### src/rtl/lfsr_pixel_feeder_if.sv
// Pixel stream between the LFSR pixel feeder FIFO and the VGA pixel stage.
// The feeder drives valid/rgb (master); the VGA stage drives ready (slave).
interface lfsr_pixel_feeder_if;
    logic        pix_valid;
    logic        pix_ready;
    logic [11:0] pix_rgb;

    modport master (
        output pix_valid,
        output pix_rgb,
        input  pix_ready
    );

    modport slave (
        input  pix_valid,
        input  pix_rgb,
        output pix_ready
    );
endinterface

### src/rtl/lfsr_pixel_feeder.sv
// Steps the upstream LFSR, harvests one byte every STEPS shifts, packs byte triples
// into two RGB444 pixels and queues them in a small FIFO for the VGA pixel stage.
module lfsr_pixel_feeder #(
    parameter int STEPS      = 8,
    parameter int FIFO_DEPTH = 4
) (
    input  logic                clk,
    input  logic                reset,
    input  logic [7:0]          lfsr_out,
    output logic                lfsr_en,
    input  logic                frame_start,
    output logic                underrun,
    lfsr_pixel_feeder_if.master pix
);
    localparam int PTR_W = (FIFO_DEPTH > 1) ? $clog2(FIFO_DEPTH) : 1;
    localparam int CNT_W = $clog2(FIFO_DEPTH) + 1;
    localparam logic [7:0]       LAST_STEP     = 8'(STEPS - 1);
    localparam logic [CNT_W-1:0] MAX_START_CNT = CNT_W'(FIFO_DEPTH - 2);

    typedef enum logic [1:0] {
        ST_STEP    = 2'd0,
        ST_CAPTURE = 2'd1,
        ST_WAIT    = 2'd2
    } state_t;

    state_t      state_reg;
    logic [7:0]  step_cnt_reg;
    logic [1:0]  byte_idx_reg;
    logic [7:0]  byte0_reg;
    logic [3:0]  byte1_lo_reg;
    logic        lfsr_en_reg;
    logic        underrun_reg;

    logic [11:0]      mem_reg [FIFO_DEPTH];
    logic [PTR_W-1:0] wr_ptr_reg;
    logic [PTR_W-1:0] rd_ptr_reg;
    logic [CNT_W-1:0] count_reg;
    logic [CNT_W-1:0] count_next;

    logic        push;
    logic [11:0] push_data;
    logic        pop;
    logic        fifo_empty;
    logic        room_for_triple;

    // Pixel A closes on byte1, pixel B on byte2; both take the live LFSR byte directly.
    always_comb begin
        push      = 1'b0;
        push_data = 12'h000;
        if (state_reg == ST_CAPTURE) begin
            if (byte_idx_reg == 2'd1) begin
                push      = 1'b1;
                push_data = {byte0_reg, lfsr_out[7:4]};
            end else if (byte_idx_reg == 2'd2) begin
                push      = 1'b1;
                push_data = {byte1_lo_reg, lfsr_out};
            end
        end
    end

    assign fifo_empty      = (count_reg == '0);
    assign pop             = ~fifo_empty & pix.pix_ready;
    // Two slots must be free before a triple starts, judged on the registered count.
    assign room_for_triple = (count_reg <= MAX_START_CNT);

    always_comb begin
        count_next = count_reg;
        case ({push, pop})
            2'b10:   count_next = count_reg + CNT_W'(1);
            2'b01:   count_next = count_reg - CNT_W'(1);
            default: count_next = count_reg;
        endcase
    end

    always_ff @(posedge clk) begin
        if (push) begin
            mem_reg[wr_ptr_reg] <= push_data;
        end
    end

    always_ff @(posedge clk) begin
        if (reset) begin
            wr_ptr_reg <= '0;
            rd_ptr_reg <= '0;
            count_reg  <= '0;
        end else begin
            if (push) begin
                wr_ptr_reg <= wr_ptr_reg + PTR_W'(1);
            end
            if (pop) begin
                rd_ptr_reg <= rd_ptr_reg + PTR_W'(1);
            end
            count_reg <= count_next;
        end
    end

    // Reset parks in WAIT so the first shift lands one cycle after release.
    always_ff @(posedge clk) begin
        if (reset) begin
            state_reg    <= ST_WAIT;
            step_cnt_reg <= '0;
            byte_idx_reg <= '0;
            byte0_reg    <= '0;
            byte1_lo_reg <= '0;
            lfsr_en_reg  <= 1'b0;
        end else begin
            case (state_reg)
                ST_STEP: begin
                    if (step_cnt_reg == LAST_STEP) begin
                        step_cnt_reg <= '0;
                        state_reg    <= ST_CAPTURE;
                        lfsr_en_reg  <= 1'b0;
                    end else begin
                        step_cnt_reg <= step_cnt_reg + 8'd1;
                    end
                end
                ST_CAPTURE: begin
                    if (byte_idx_reg == 2'd0) begin
                        byte0_reg <= lfsr_out;
                    end
                    if (byte_idx_reg == 2'd1) begin
                        byte1_lo_reg <= lfsr_out[3:0];
                    end
                    if (byte_idx_reg == 2'd2) begin
                        byte_idx_reg <= 2'd0;
                        state_reg    <= ST_WAIT;
                        lfsr_en_reg  <= 1'b0;
                    end else begin
                        byte_idx_reg <= byte_idx_reg + 2'd1;
                        state_reg    <= ST_STEP;
                        lfsr_en_reg  <= 1'b1;
                    end
                end
                ST_WAIT: begin
                    if (room_for_triple) begin
                        state_reg   <= ST_STEP;
                        lfsr_en_reg <= 1'b1;
                    end
                end
                default: begin
                    state_reg   <= ST_WAIT;
                    lfsr_en_reg <= 1'b0;
                end
            endcase
        end
    end

    // frame_start has priority so a same-cycle underrun does not survive the new frame.
    always_ff @(posedge clk) begin
        if (reset) begin
            underrun_reg <= 1'b0;
        end else if (frame_start) begin
            underrun_reg <= 1'b0;
        end else if (pix.pix_ready && fifo_empty) begin
            underrun_reg <= 1'b1;
        end
    end

    assign lfsr_en       = lfsr_en_reg;
    assign underrun      = underrun_reg;
    assign pix.pix_valid = ~fifo_empty;
    assign pix.pix_rgb   = fifo_empty ? 12'h000 : mem_reg[rd_ptr_reg];

endmodule

### src/flat_wrapper.sv
// flat-port wrapper written by rule: the top's interface ports become plain ports
module lfsr_pixel_feeder_flat 
#(
    parameter int STEPS      = 8,
    parameter int FIFO_DEPTH = 4
)
  (clk, reset, lfsr_out, lfsr_en, frame_start, underrun, pix_pix_valid, pix_pix_rgb, pix_pix_ready);
  lfsr_pixel_feeder_if pix_i ();
  input  logic clk;
  input  logic reset;
  input  logic [7:0] lfsr_out;
  output logic lfsr_en;
  input  logic frame_start;
  output logic underrun;
  output wire logic [$bits(pix_i.pix_valid)-1:0] pix_pix_valid;
  output wire logic [$bits(pix_i.pix_rgb)-1:0] pix_pix_rgb;
  input wire logic [$bits(pix_i.pix_ready)-1:0] pix_pix_ready;
  assign pix_pix_valid = pix_i.pix_valid;
  assign pix_pix_rgb = pix_i.pix_rgb;
  assign pix_i.pix_ready = pix_pix_ready;
  lfsr_pixel_feeder #(.STEPS(STEPS), .FIFO_DEPTH(FIFO_DEPTH)) u_core (.clk(clk), .reset(reset), .lfsr_out(lfsr_out), .lfsr_en(lfsr_en), .frame_start(frame_start), .underrun(underrun), .pix(pix_i));
endmodule
### config.mk
export PLATFORM = sky130hd
export DESIGN_NAME = lfsr_pixel_feeder_flat
export DESIGN_NICKNAME = d
export VERILOG_FILES = /design/src/rtl/lfsr_pixel_feeder_if.sv /design/src/rtl/lfsr_pixel_feeder.sv /design/src/flat_wrapper.sv
export SDC_FILE = /design/constraint.sdc
export NUM_CORES = 1
export LEC_CHECK = 0
export ABC_AREA = 1
export ABC_CLOCK_PERIOD_IN_PS = 2650
export CAP_MARGIN = 30
export CORE_ASPECT_RATIO = 0.7
export CORE_UTILIZATION = 47
export CTS_BUF_LIST = sky130_fd_sc_hd__clkbuf_8
export DETAILED_ROUTE_END_ITERATION = 7
export GPL_TIMING_DRIVEN = 0
export PLACE_DENSITY = 0.66
export SLEW_MARGIN = 20
export SYNTH_ARGS = -nofsm -noshare
export SYNTH_HDL_FRONTEND = slang
export SYNTH_SLANG_ARGS = --single-unit
### constraint.sdc
create_clock -name clk -period 2.65 [get_ports clk]
set_input_delay 0.53 -clock clk [delete_from_list [all_inputs] [get_ports clk]]
set_output_delay 0.53 -clock clk [all_outputs]
set_load 0.01 [all_outputs]
==> results.cfg <==
[floorplanning]
pin_count = 27
dieArea_sq_um = 8312
die_x_microns = 108.5
core_area_sq_um = 7482
effective_utilization_at_floorplan_pct = 49.92
fp.dieH_microns = 76.58
core.rowCount = 26

[critical_path]
ff2ff_setup_slack_ns = 0.45
critPathRequiredTime_ns = 2.12
crit_path_start_kind = register
crit_type = register to primary output
cp.arrival_ns = 1.99
cp-end-kind = primary output
crit_fanout = 10

[detailed_routing]
route.detailed.vias_per_inst = 4.985
drt_wl_total_microns = 7647
drtPass1Iterations = 4
antenna_violating_nets_post_route = 0
routed-via-count = 2707
route.detailed.wl_per_inst_microns = 14.08
drtIter0Drc = 160
dr_drc_count = 0

[clocking]
cts_tree = done
tritoncts_buffer_count = 9
clock_sink_count = 83
htreeDepth = 3
post-cts-setup-buffers = 0
clkSlewWorstSetupHoldPaths_ns = 0.09
cts-hold-fix-buffers = 0
clock_tree.buffer_depth = 2
clk_latency_ns = 0.34
cts-root-buf = sky130_fd_sc_hd__clkbuf_8

[sta]
tns_ns = 0
fmaxAchievable_mhz = 397.1
finalSetupViolations = 0
period_share_pct = 95.03
timing_hold_violations_final = 0
timing.final.ws_setup_ns = 0.1316
unrepaired_setup_endpoints_after_global_routing = no
fin_crit_ns = 2.518
clock_skew_ns = 0.007616
worst-slew-pin-transition_ns = 0.7505
worst_slew_margin_rel_pct = 49.66
timing.final.max_slew_violations = 0

[finish]
area_overhead_of_the_layout_relative_to_synthesis_pct = 17.96
antenna-diode-count = 0
layout.core_utilization_pct = 58.88
number_of_flip_flops_in_the_largest_register = 48
post_route_cells_drive_above_1_share_pct = 9.888
finalNetCount = 468
layout.cell_area.non_filler_sq_um = 4405

[place]
placement.io_buffers = 25
placed_area_sq_um = 4149
post-place-ws_ns = 0.3988
gp_congestion = 0.8084
dp_hpwl_microns = 5508

[yosys]
avgSynthCellArea_sq_um = 9.337
synth_enable_flop_cells = 48
postSynthNetCount = 428
yosys.cell_types.count = 23
post-synth-top-area-cell = sky130_fd_sc_hd__edfxtp_1
share_of_the_yosys_chip_area_belonging_to_registers_pct = 57.35
synth.ff_latch_count = 83
post-synth-top-area-fraction_pct = 38.59
syn_area_sq_um = 3735
yosysWarnings = 0
post-synth-top-count-cell = sky130_fd_sc_hd__nor2_1
synth-async-reset-ratio_pct = 0
ys_dominant_reg_cell = sky130_fd_sc_hd__edfxtp_1
netlist_instances = 400
synthTopCellsByCount = 76 x sky130_fd_sc_hd__nor2_1, 48 x sky130_fd_sc_hd__edfxtp_1, 46 x sky130_fd_sc_hd__o21ai_0
synth.top_cells.by_area = sky130_fd_sc_hd__edfxtp_1 39%, sky130_fd_sc_hd__dfxtp_1 19%, sky130_fd_sc_hd__nor2_1 7.6%, sky130_fd_sc_hd__o21ai_0 6.2%, sky130_fd_sc_hd__a21oi_1 5.6%

[pwr]
total_power_divided_by_cell_area_nw_per_um2 = 614.5
design_power_mw = 2.707
power.ir.vdd_worst_uv = 317.7
total_leakage_power_nw = 1.704

[global_route]
vias_in_the_first_global_route = 2472
groute.usage.overall_pct = 19.93
grt_max_degree = 15
gr-total-overflow = 0
grt_first_pass_wirelength_microns = 12430
initial_antenna_violation_count = 0

[worst_hold_path]
worstHoldPathType = register to register

[run_status]
outcome = finished, final reports clean

[job]
maxCapViolations = 0
-- what timing repair did --
| item | in CTS | in global routing |
|---|---|---|
| gates resized for setup | 0 | 8 |
| hold endpoints to repair | 0 | 0 |
| endpoints found under the setup margin | 0 | 4 |
-- final timing paths --
path | from | endpoint | cells past startpoint
min reg2reg | u_core.underrun$_SDFFE_PP0P_ | u_core.underrun$_SDFFE_PP0P_ | 2
max | register | pix_pix_rgb[11] | 6
min | u_core.underrun$_SDFFE_PP0P_ | u_core.underrun$_SDFFE_PP0P_ | 2
max reg2reg | u_core.state_reg[1]$_SDFFE_PP1P_ | u_core.count_reg[2]$_SDFFE_PP0P_ | 12
-- report_power, final --
group | total (mW) | internal [mW] | leakage, nW | switching (mW)
clock | 1.07 | 0.624 | 0.117 | 0.450
sequential | 1.40 | 1.38 | 0.749 | 0.0227
combinational | 0.229 | 0.0932 | 0.838 | 0.135
total | 2.71 | 2.10 | 1.70 | 0.608
-- cell type report --
| cell class | count | area (sq um) |
|---|---|---|
| well taps | 98 | 122.6 |
| repair buffers | 29 | 299.0 |
| clock buffers | 9 | 123.9 |
| inverters | 44 | 165.2 |
| multi-input cells | 257 | 1326 |
| plain buffers | 16 | 107.6 |
| flip-flops and latches | 83 | 2143 |
| clock inverters | 7 | 117.6 |
| fillers | 663 | 3077 |
-- routing by layer --
| layer | vias to the layer above | global-route usage, % | part of all wire [%] |
|---|---|---|---|
| li1 | 1419 | - | - |
| met1 | 1205 | 31.26 | 49 |
| met2 | 78 | 26.84 | 42 |
| met3 | 5 | 5.817 | 8.7 |
| met4 | 0 | 4.054 | 0.47 |
| met5 | - | 0 | 0 |
-- logic make-up (layout without fill, tap and decap cells) --
kind of cell,after synthesis,in the layout,share of synthesized area (%)
AND/OR/NAND/NOR,139,139,15.01
buffers and inverters,60,105,7.236
flip-flops,83,83,57.35
adder cells (fa/ha/maj),16,16,5.561
AO/OA/AOI/OAI,102,102,14.84
-- critical path: stages (launching register included) --
cell	delay, ns
sky130_fd_sc_hd__dfxtp_1	0.30
sky130_fd_sc_hd__buf_4	0.15
sky130_fd_sc_hd__inv_2	0.10
sky130_fd_sc_hd__buf_2	0.23
sky130_fd_sc_hd__o21ai_0	0.13
sky130_fd_sc_hd__a21oi_1	0.17
sky130_fd_sc_hd__clkdlybuf4s50_1	0.56
-- stage by stage --
stage / hold slack, ns / instances
after floorplan: 0.4312 / 400
after global placement: 0.4399 / 523
after detailed placement: 0.4472 / 527
after CTS: 0.4607 / 543
after global routing: 0.4932 / 543
final: 0.4620 / 543
-- placed cells by master (no fill, tap or decap), types with 3 or more instances in the layout --
cell,instances
sky130_fd_sc_hd__clkbuf_8,10
sky130_fd_sc_hd__dlymetal6s2s_1,3
sky130_fd_sc_hd__dfxtp_1,34
sky130_fd_sc_hd__o31ai_1,8
sky130_fd_sc_hd__clkdlybuf4s50_1,22
sky130_fd_sc_hd__nand3_1,13
sky130_fd_sc_hd__bufinv_16,3
sky130_fd_sc_hd__buf_2,9
sky130_fd_sc_hd__buf_4,5
sky130_fd_sc_hd__nor2_1,76
sky130_fd_sc_hd__ha_1,15
sky130_fd_sc_hd__edfxtp_1,48
sky130_fd_sc_hd__a211oi_1,5
sky130_fd_sc_hd__nand2_1,44
sky130_fd_sc_hd__inv_1,44
sky130_fd_sc_hd__buf_6,4
sky130_fd_sc_hd__o21ai_0,46
sky130_fd_sc_hd__a21oi_1,41
Note: power is estimated with default switching activity, not from simulation.
